===== src/rtl/pkt_buf_pkg.sv =====
// Shared defaults, write-FSM states and the stored entry layout for the ingress buffer.
// Pure declarations, no logic.
package pkt_buf_pkg;

   localparam int DATA_W_DEF = 8;
   localparam int DEPTH_DEF  = 16;

   typedef enum logic [1:0] {
      ST_IDLE = 2'd0,
      ST_RECV = 2'd1,
      ST_DROP = 2'd2
   } wr_state_t;

   typedef struct packed {
      logic                  last;
      logic [DATA_W_DEF-1:0] data;
   } entry_t;

endpackage


===== src/rtl/pkt_buf_mem.sv =====
// Entry storage: one synchronous write port and one combinational read port, no reset.
// Write lands on the clock edge; read has zero latency and never stalls.
module pkt_buf_mem
   import pkt_buf_pkg::*;
#(
   parameter  int DATA_W = DATA_W_DEF,
   parameter  int DEPTH  = DEPTH_DEF,
   localparam int AW     = $clog2(DEPTH)
) (
   input  logic            clk,
   input  logic            i_wr_en,
   input  logic [AW-1:0]   i_wr_addr,
   input  logic [DATA_W:0] i_wr_dat,
   input  logic [AW-1:0]   i_rd_addr,
   output logic [DATA_W:0] o_rd_dat
);

   logic [DATA_W:0] r_mem [DEPTH];

   always_ff @(posedge clk) begin
      if (i_wr_en) r_mem[i_wr_addr] <= i_wr_dat;
   end

   assign o_rd_dat = r_mem[i_rd_addr];

endmodule


===== src/rtl/pkt_ingress_buffer.sv =====
// Store-and-forward packet buffer; a packet shows at the output the cycle after its last byte.
// Never backpressures upstream: packets that do not fit are dropped whole and counted.
module pkt_ingress_buffer
   import pkt_buf_pkg::*;
#(
   parameter  int DATA_W = DATA_W_DEF,
   parameter  int DEPTH  = DEPTH_DEF,
   localparam int AW     = $clog2(DEPTH),
   localparam int PW     = AW + 1
) (
   input  logic              clk,
   input  logic              reset,
   input  logic              in_valid,
   output logic              in_ready,
   input  logic [DATA_W-1:0] in_data,
   input  logic              in_last,
   output logic              out_valid,
   input  logic              out_ready,
   output logic [DATA_W-1:0] out_data,
   output logic              out_last,
   output logic [PW-1:0]     pkt_count,
   output logic [7:0]        drop_cnt
);

   wr_state_t       r_state;
   logic [PW-1:0]   r_wr_ptr;
   logic [PW-1:0]   r_commit_ptr;
   logic [PW-1:0]   r_rd_ptr;
   logic [PW-1:0]   r_pkt_count;
   logic [7:0]      r_drop_cnt;

   logic            w_in_acc;
   logic            w_full;
   logic            w_wr_en;
   logic            w_commit;
   logic            w_rd_acc;
   logic            w_rd_last;
   logic [DATA_W:0] w_rd_dat;

   // Ready follows reset directly so the very first edge after release can accept a byte.
   assign in_ready  = reset;
   assign w_in_acc  = in_valid && in_ready;
   assign w_full    = (r_wr_ptr - r_rd_ptr) == PW'(DEPTH);
   assign w_wr_en   = w_in_acc && (r_state != ST_DROP) && !w_full;
   assign w_commit  = w_wr_en && in_last;

   assign out_valid = (r_rd_ptr != r_commit_ptr);
   assign w_rd_acc  = out_valid && out_ready;
   assign {out_last, out_data} = w_rd_dat;
   assign w_rd_last = w_rd_acc && out_last;

   assign pkt_count = r_pkt_count;
   assign drop_cnt  = r_drop_cnt;

   always_ff @(posedge clk or negedge reset) begin
      if (!reset) begin
         r_state      <= ST_IDLE;
         r_wr_ptr     <= '0;
         r_commit_ptr <= '0;
         r_rd_ptr     <= '0;
         r_drop_cnt   <= '0;
      end else begin
         if (w_rd_acc) r_rd_ptr <= r_rd_ptr + PW'(1);
         case (r_state)
            ST_IDLE, ST_RECV: begin
               if (w_in_acc) begin
                  if (w_full) begin
                     // Overflow: forget the partial packet and swallow the rest of it.
                     r_wr_ptr <= r_commit_ptr;
                     if (r_drop_cnt != 8'hFF) r_drop_cnt <= r_drop_cnt + 8'd1;
                     r_state  <= in_last ? ST_IDLE : ST_DROP;
                  end else begin
                     r_wr_ptr <= r_wr_ptr + PW'(1);
                     if (in_last) begin
                        r_commit_ptr <= r_wr_ptr + PW'(1);
                        r_state      <= ST_IDLE;
                     end else begin
                        r_state      <= ST_RECV;
                     end
                  end
               end
            end
            ST_DROP: begin
               if (w_in_acc && in_last) r_state <= ST_IDLE;
            end
            default: r_state <= ST_IDLE;
         endcase
      end
   end

   always_ff @(posedge clk or negedge reset) begin
      if (!reset) begin
         r_pkt_count <= '0;
      end else begin
         case ({w_commit, w_rd_last})
            2'b10:   r_pkt_count <= r_pkt_count + PW'(1);
            2'b01:   r_pkt_count <= r_pkt_count - PW'(1);
            default: r_pkt_count <= r_pkt_count;
         endcase
      end
   end

   pkt_buf_mem #(
      .DATA_W (DATA_W),
      .DEPTH  (DEPTH)
   ) u_mem (
      .clk       (clk),
      .i_wr_en   (w_wr_en),
      .i_wr_addr (r_wr_ptr[AW-1:0]),
      .i_wr_dat  ({in_last, in_data}),
      .i_rd_addr (r_rd_ptr[AW-1:0]),
      .o_rd_dat  (w_rd_dat)
   );

endmodule


===== config.mk =====
export PLATFORM = sky130hd
export DESIGN_NAME = pkt_ingress_buffer
export DESIGN_NICKNAME = d
export VERILOG_FILES = /design/src/rtl/pkt_buf_pkg.sv /design/src/rtl/pkt_buf_mem.sv /design/src/rtl/pkt_ingress_buffer.sv
export SDC_FILE = /design/constraint.sdc
export NUM_CORES = 1
export LEC_CHECK = 0
export CORE_AREA = 2 2 183 185
export CTS_CLUSTER_DIAMETER = 40
export DETAILED_ROUTE_END_ITERATION = 8
export DIE_AREA = 0 0 185 187
export DONT_BUFFER_PORTS = 1
export GPL_TIMING_DRIVEN = 0
export HOLD_SLACK_MARGIN = 0.02
export PLACE_DENSITY = 0.45
export SLEW_MARGIN = 20
export SYNTH_ARGS = -nofsm -noshare
export SYNTH_HDL_FRONTEND = slang
export SYNTH_SLANG_ARGS = --single-unit

===== constraint.sdc =====
create_clock -name clk -period 4.6 [get_ports clk]
set_input_delay 0.92 -clock clk [delete_from_list [all_inputs] [get_ports clk]]
set_output_delay 0.92 -clock clk [all_outputs]
set_load 0.01 [all_outputs]

; ---- Yosys cells after proc, flatten, opt, wreduce, memory -nomap -nowiden
; Memories as Yosys holds them, arrays and structs flattened.
; Index checks and enable logic that the tools add are counted.
[op_classes]
addsub = 6
n_eq_ne = 10
muxes = 10
bitwise_logic = 1
n_reduce_logical = 15
[op_table]
columns = operator, n
row1 = $add 5x1->5 const B, 3
row2 = $pmux 5 s2, 1
row3 = $add 8x1->8 const B, 1
row4 = $mux 2, 4
row5 = $ne 8x8->1 const B, 1
row6 = $reduce_and 4->1, 2
row7 = $logic_and 1x1->1, 7
row8 = $ne 2x2->1 const B, 3
row9 = $eq 5x5->1 const B, 1
row10 = $mux 5, 1
row11 = $ne 5x5->1, 1
row12 = $sub 5x1->5 const B, 1
row13 = $sub 5x5->5, 1
row14 = $eq 2x1->1 const B, 2
row15 = $eq 2x2->1 const B, 2
row16 = $pmux 2 s2, 1
row17 = $reduce_and 2->1, 2
row18 = $mux 1, 3
row19 = $logic_not 2->1, 1
row20 = $reduce_bool 2->1, 1
row21 = $reduce_or 2->1, 1
row22 = $logic_not 1->1, 1
row23 = $not 1->1, 1
[word_totals]
register_bits = 30
mem_bits_rw = 144
inputBits = 13
output_inout_bits = 24
wordCells = 49
memories = 1
[mem_list]
columns = memory, words, width, read_ports, rd_ports_with_merged_regs, wr, line_no
row1 = u_mem.r_mem, 16, 9, 1, 0, 1, pkt_buf_mem.sv:18  ; logic [DATA_W:0] r_mem [DEPTH];

; ---- Logic depth before layout (Yosys ltp)
[depth]
ltp_word = 7
ltp_mapped = 19
mapped_depth_nobuf = 15

; ---- Modules after synthesis
; A second synthesis with hierarchy kept.
[unflattened]
cells_unflattened = 423
hier_area_um2 = 7430.9
[modules_own_cells]
columns = module, instances, cells_per_inst, area_per_inst_um2, seq_area_each_um2
row1 = pkt_buf_mem, 1, 245, 5600.4, 4324.1
row2 = pkt_ingress_buffer, 1, 178, 1830.5, 750.7

; ---- Worst setup path before layout
; Ideal clock, no wire load.
[synth_timing]
path_kind = register to register
from = register r_rd_ptr[2]
to = register r_pkt_count[4] (netlist: pkt_count[4])
setup_ps = 124
arrival_ps = 3770
t_required_ps = 4476
slack_ps = 706
stages_incl_launch_ff = 20
path_buffers = 4
synth_period_minus_slack_ps = 3894
path_cell_list = dfrtp_1 > clkbuf_1 > buf_2 > clkinv_1 > ha_1 > nand2_1 > a221oi_1 > o211ai_1 > and3b_1 > buf_2 > buf_2 > nand2_1 > ha_1 > inv_1 > fa_1 > nor2b_1 > o21ai_0 > nand3_1 > or3b_2 > xnor2_1
[synth_via]
elab_chain_cells = 7
word_cells_on_any_way = 13
classes_between = add/sub (1) / eq/ne (4) / mux (1) / reduce/logical (6) / memory (1)
[synth_lines]
columns = element, line_no
row1 = from (decl), pkt_ingress_buffer.sv:28  ; logic [PW-1:0] r_rd_ptr;
row2 = from (signal assigned), pkt_ingress_buffer.sv:63  ; if (w_rd_acc) r_rd_ptr <= r_rd_ptr + PW'(1);
row3 = $sub 5x5->5, pkt_ingress_buffer.sv:43  ; assign w_full = (r_wr_ptr - r_rd_ptr) == PW'(DEPTH);
row4 = $eq 5x5->1, pkt_ingress_buffer.sv:43
row5 = $logic_not 1->1, pkt_ingress_buffer.sv:44  ; assign w_wr_en = w_in_acc && (r_state != ST_DROP) && !w_full;
row6 = $logic_and 1x1->1, pkt_ingress_buffer.sv:44
row7 = $logic_and 1x1->1, pkt_ingress_buffer.sv:45  ; assign w_commit = w_wr_en && in_last;
row8 = $eq 2x1->1 / $eq 2x2->1 (equally long branches), pkt_ingress_buffer.sv:95  ; case ({w_commit, w_rd_last})
row9 = $pmux 5 s2 / $reduce_bool 2->1 (equally long branches), -
row10 = to (signal assigned), pkt_ingress_buffer.sv:96  ; 2'b10: r_pkt_count <= r_pkt_count + PW'(1);
row11 = to (signal assigned), pkt_ingress_buffer.sv:97  ; 2'b01: r_pkt_count <= r_pkt_count - PW'(1);
row12 = to (signal assigned), pkt_ingress_buffer.sv:98  ; default: r_pkt_count <= r_pkt_count;
row13 = to (decl), pkt_ingress_buffer.sv:29  ; logic [PW-1:0] r_pkt_count;
; Parallel ways exist; a longest one is shown, timed or not.
; A chain may end at the register's enable or synchronous reset.

; ---- Worst setup path in the final report
; Same ends and word-level chain as after synthesis.

==> impl_metrics.ini <==
[synthesis]
mean_instance_size_in_the_synthesized_netlist_um2 = 16.5
ys_ff_latch = 174
synth_fa_ha_area_frac = 0.0263
post_synthesis_compound_gate_area_fraction = 0.0241
synth_cell_area_um2 = 7420
synth_area_leader_cell = edfxtp_1
synth_enable_flop_cells = 144
mux_cell_area_share_after_synthesis = 0.127
postSynthNetCount = 477
synth_top_cells_by_area = edfxtp_1 (58%), mux4_2 (11%), dfrtp_1 (10%)
synth_xor_area_frac = 0.0260
yosysSeqAreaShare = 0.684
synth_async_sr_flop_share = 0.172
netlist_top_cells_count = edfxtp_1 (144), nand2_1 (52), mux4_2 (36)
number_of_cells_produced_by_synthesis = 449
ys_warn_count = 0
post-synth-top-count-cell = edfxtp_1
synth_simple_gate_area_share = 0.0904
dominantRegCellSynth = edfxtp_1
yosys.area.top_type_share = 0.583
netlist-cell-type-count = 41
combinational_family_with_the_most_area_after_synthesis = multiplexers

[setup_path]
critPathLaunchType = register
critical_path.cell_chain = buf_6 > clkinv_4 > ha_1 > nand2_1 > a221oi_1 > o211ai_1 > and3b_1 > buf_2 > buf_2 > nand2_1 > ha_1 > inv_1 > fa_1 > nor2b_1 > o21ai_0 > nand3_1 > or3b_2 > xnor2_1
crit_fanout = 10
worst_ep_arrival_time_ns = 4.55
rr_worst_depth = 18
worstReg2RegStart = r_rd_ptr[2]
data_required_critical_path_ns = 4.92
end_kind = register
timing.reg2reg.setup_slack_ns = 0.37
path_class = reg -> reg
cpMaxStageDelayCell = dfrtp_2
r2r-end = pkt_count[4]
max_stage_delay_ns = 0.45

[timing]
layout_worst_path_cycle_share = 0.920
worst_slew_pin_slew_ns = 0.707
finalSetupViolations = 0
finalHoldViolCount = 0
finalClockSkew_ns = 0.0151
period_minus_slack_ns = 4.23
slew-limit-headroom = 0.528
grt_setup_unrepaired = no
clock.fmax_mhz = 236
maxSlewViolCount = 0

[global_routing]
wire_length_of_the_first_global_routing_pass_um = 26700
grt_max_degree = 34
grt_overall_usage = 0.107
first_global_vias = 4267
grt_overflow_total = 0
grt_antenna_before_repair = 0

[clock_tree]
clock_latency_ns = 0.44
path_clk_slew_ns = 0.07
clockRootBuffer = clkbuf_16
numClockSinks = 174
cts_tree = done
cts_buffers = 17
clock_tree.htree_level_count = 4
cts.path.max_buffers = 2

[power]
power_frac_clock = 0.268
net_sw_power_w = 0.00179
power_frac_comb = 0.333
vdd_ir_drop_max_uv = 274
power.density_cell_area_nw_per_um2 = 599
power.leakage_nw = 2.95
power.switching_fraction = 0.350
total_internal_power_w = 0.00333
seqPwrFrac = 0.399
power.total_w = 0.00512

[die]
design.core.area_um2 = 32900
die_x_um = 185
initial_core_util = 0.226
die_area_um2 = 34600
row_count = 67
die-height_um = 187
ios = 37

[cells_and_area]
drive_above_1_share = 0.200
design.final.nets = 494
finalCoreUtilization = 0.260
num_antenna_cells = 0
fill_count = 3436
final-seq-area_um2 = 5080
multi_input_comb_area_um2 = 2180
layout-area-overhead-vs-synth_pct = 15.2

[detailed_routing]
drt-total-wl_um = 17600
drc = 0
num_vias = 3908
wl_per_cell_um = 19.0
drt_first_pass_iters = 4
antenna_left = 0
viasPerCell = 4.22
drt-initial-drc-count = 297

[placed_design]
hpwl_um = 11600
globalplace.congestion = 0.758
placement.io_buffers = 0

[worst_hold_path]
path_category_of_the_worst_min_delay_check = in -> async

[status]
outcome = complete, no violations

[run]
drv.max_cap_violation_count = 0
worst max-delay path by stage:
stage,slack [ns],start,cells past startpoint,end
floorplan,0.71,r_rd_ptr[2],19,pkt_count[4]
global placement,-0.43,r_rd_ptr[2],19,pkt_count[4]
detailed placement,-0.52,r_rd_ptr[2],19,pkt_count[4]
CTS,0.04,r_rd_ptr[1],18,pkt_count[4]
global route,0.04,r_rd_ptr[2],18,pkt_count[4]
finish,0.37,r_rd_ptr[2],18,pkt_count[4]
cell families after synthesis:
family                   after synthesis
flip-flops                           174
AND/OR/NAND/NOR                      128
multiplexers                          48
buffers and inverters                 34
AO/OA/AOI/OAI                         28
XOR/XNOR                              22
adder cells (fa/ha/maj)               15
registers in the layout, indices dropped and copies added (netlist names):
register / count
u_mem.r_mem: 144
drop_cnt: 8
pkt_count: 5
r_commit_ptr: 5
r_rd_ptr: 5
r_wr_ptr: 5
r_state: 2
stage by stage:
step           hold slack, ns  TNS, ns  cells  cell area [um2]  setup WS (ns)
6_report                0.178        0    927             8550          0.367
5_1_grt                 0.148        0    927             8550         0.0405
3_5_place_dp            0.478   -0.518    897             7980         -0.518
2_1_floorplan           0.442        0    449             7420          0.706
3_3_place_gp            0.457   -0.431    897             7980         -0.431
4_1_cts                 0.156        0    929             8550         0.0412
what timing repair did:
action | 4_1_cts | 5_1_grt
hold buffers | 0 | 0
resized for setup | 5 | 4
setup buffers | 0 | 0
endpoints found under the setup margin | 1 | 1
endpoints found under the hold margin | 0 | 0
area by class of cell:
type | count | area share
Sequential cell | 174 | 0.594
Multi-Input combinational cell | 241 | 0.255
Tap cell | 448 | 0.0656
Clock buffer | 19 | 0.0507
Buffer | 21 | 0.0148
Clock inverter | 13 | 0.0141
Inverter | 11 | 0.00571
routing by layer:
metal	GRT usage	vias up	wire length, um
met5	0	-	0
li1	-	1758	-
met1	0.143	2057	8080
met4	0.0324	0	201
met3	0.0300	13	848
met2	0.168	80	8510
power groups by stage:
stage                     clock [W]  combinational (W)  sequential [W]
after floorplan                   0            0.00127         0.00202
after global placement            0            0.00171         0.00207
after detailed placement          0            0.00174         0.00207
after CTS                   0.00140            0.00176         0.00204
after global routing        0.00147            0.00188         0.00207
final                       0.00137            0.00170         0.00204
cell usage in the layout, fill, tap and decap left out, types with 3 or more instances in the layout:
master / instances
edfxtp_1: 144
dfrtp_1: 28
mux2i_1: 3
ha_1: 14
nand2b_1: 4
a31oi_1: 8
and3_1: 28
buf_6: 3
xor2_1: 10
a21oi_1: 6
nand4_1: 6
o21ai_0: 5
clkbuf_16: 17
nand3_1: 9
nor2b_1: 5
nand2_1: 52
nor3_1: 6
a2bb2oi_1: 3
clkbuf_1: 8
buf_2: 5
inv_6: 7
xnor2_1: 12
nor2_1: 8
mux4_2: 36
inv_1: 9
buf_4: 5
mux2_2: 8
worst max-delay path: cells and delay by family (launching register included):
family / cells / cell delay [ns]
buf+inv: 5 / 0.82
simple gates: 6 / 1.12
flops: 1 / 0.45
fa+ha+maj: 3 / 0.99
compound gates: 3 / 0.59
xor+xnor: 1 / 0.13
Power figures use the tool's default switching activity.
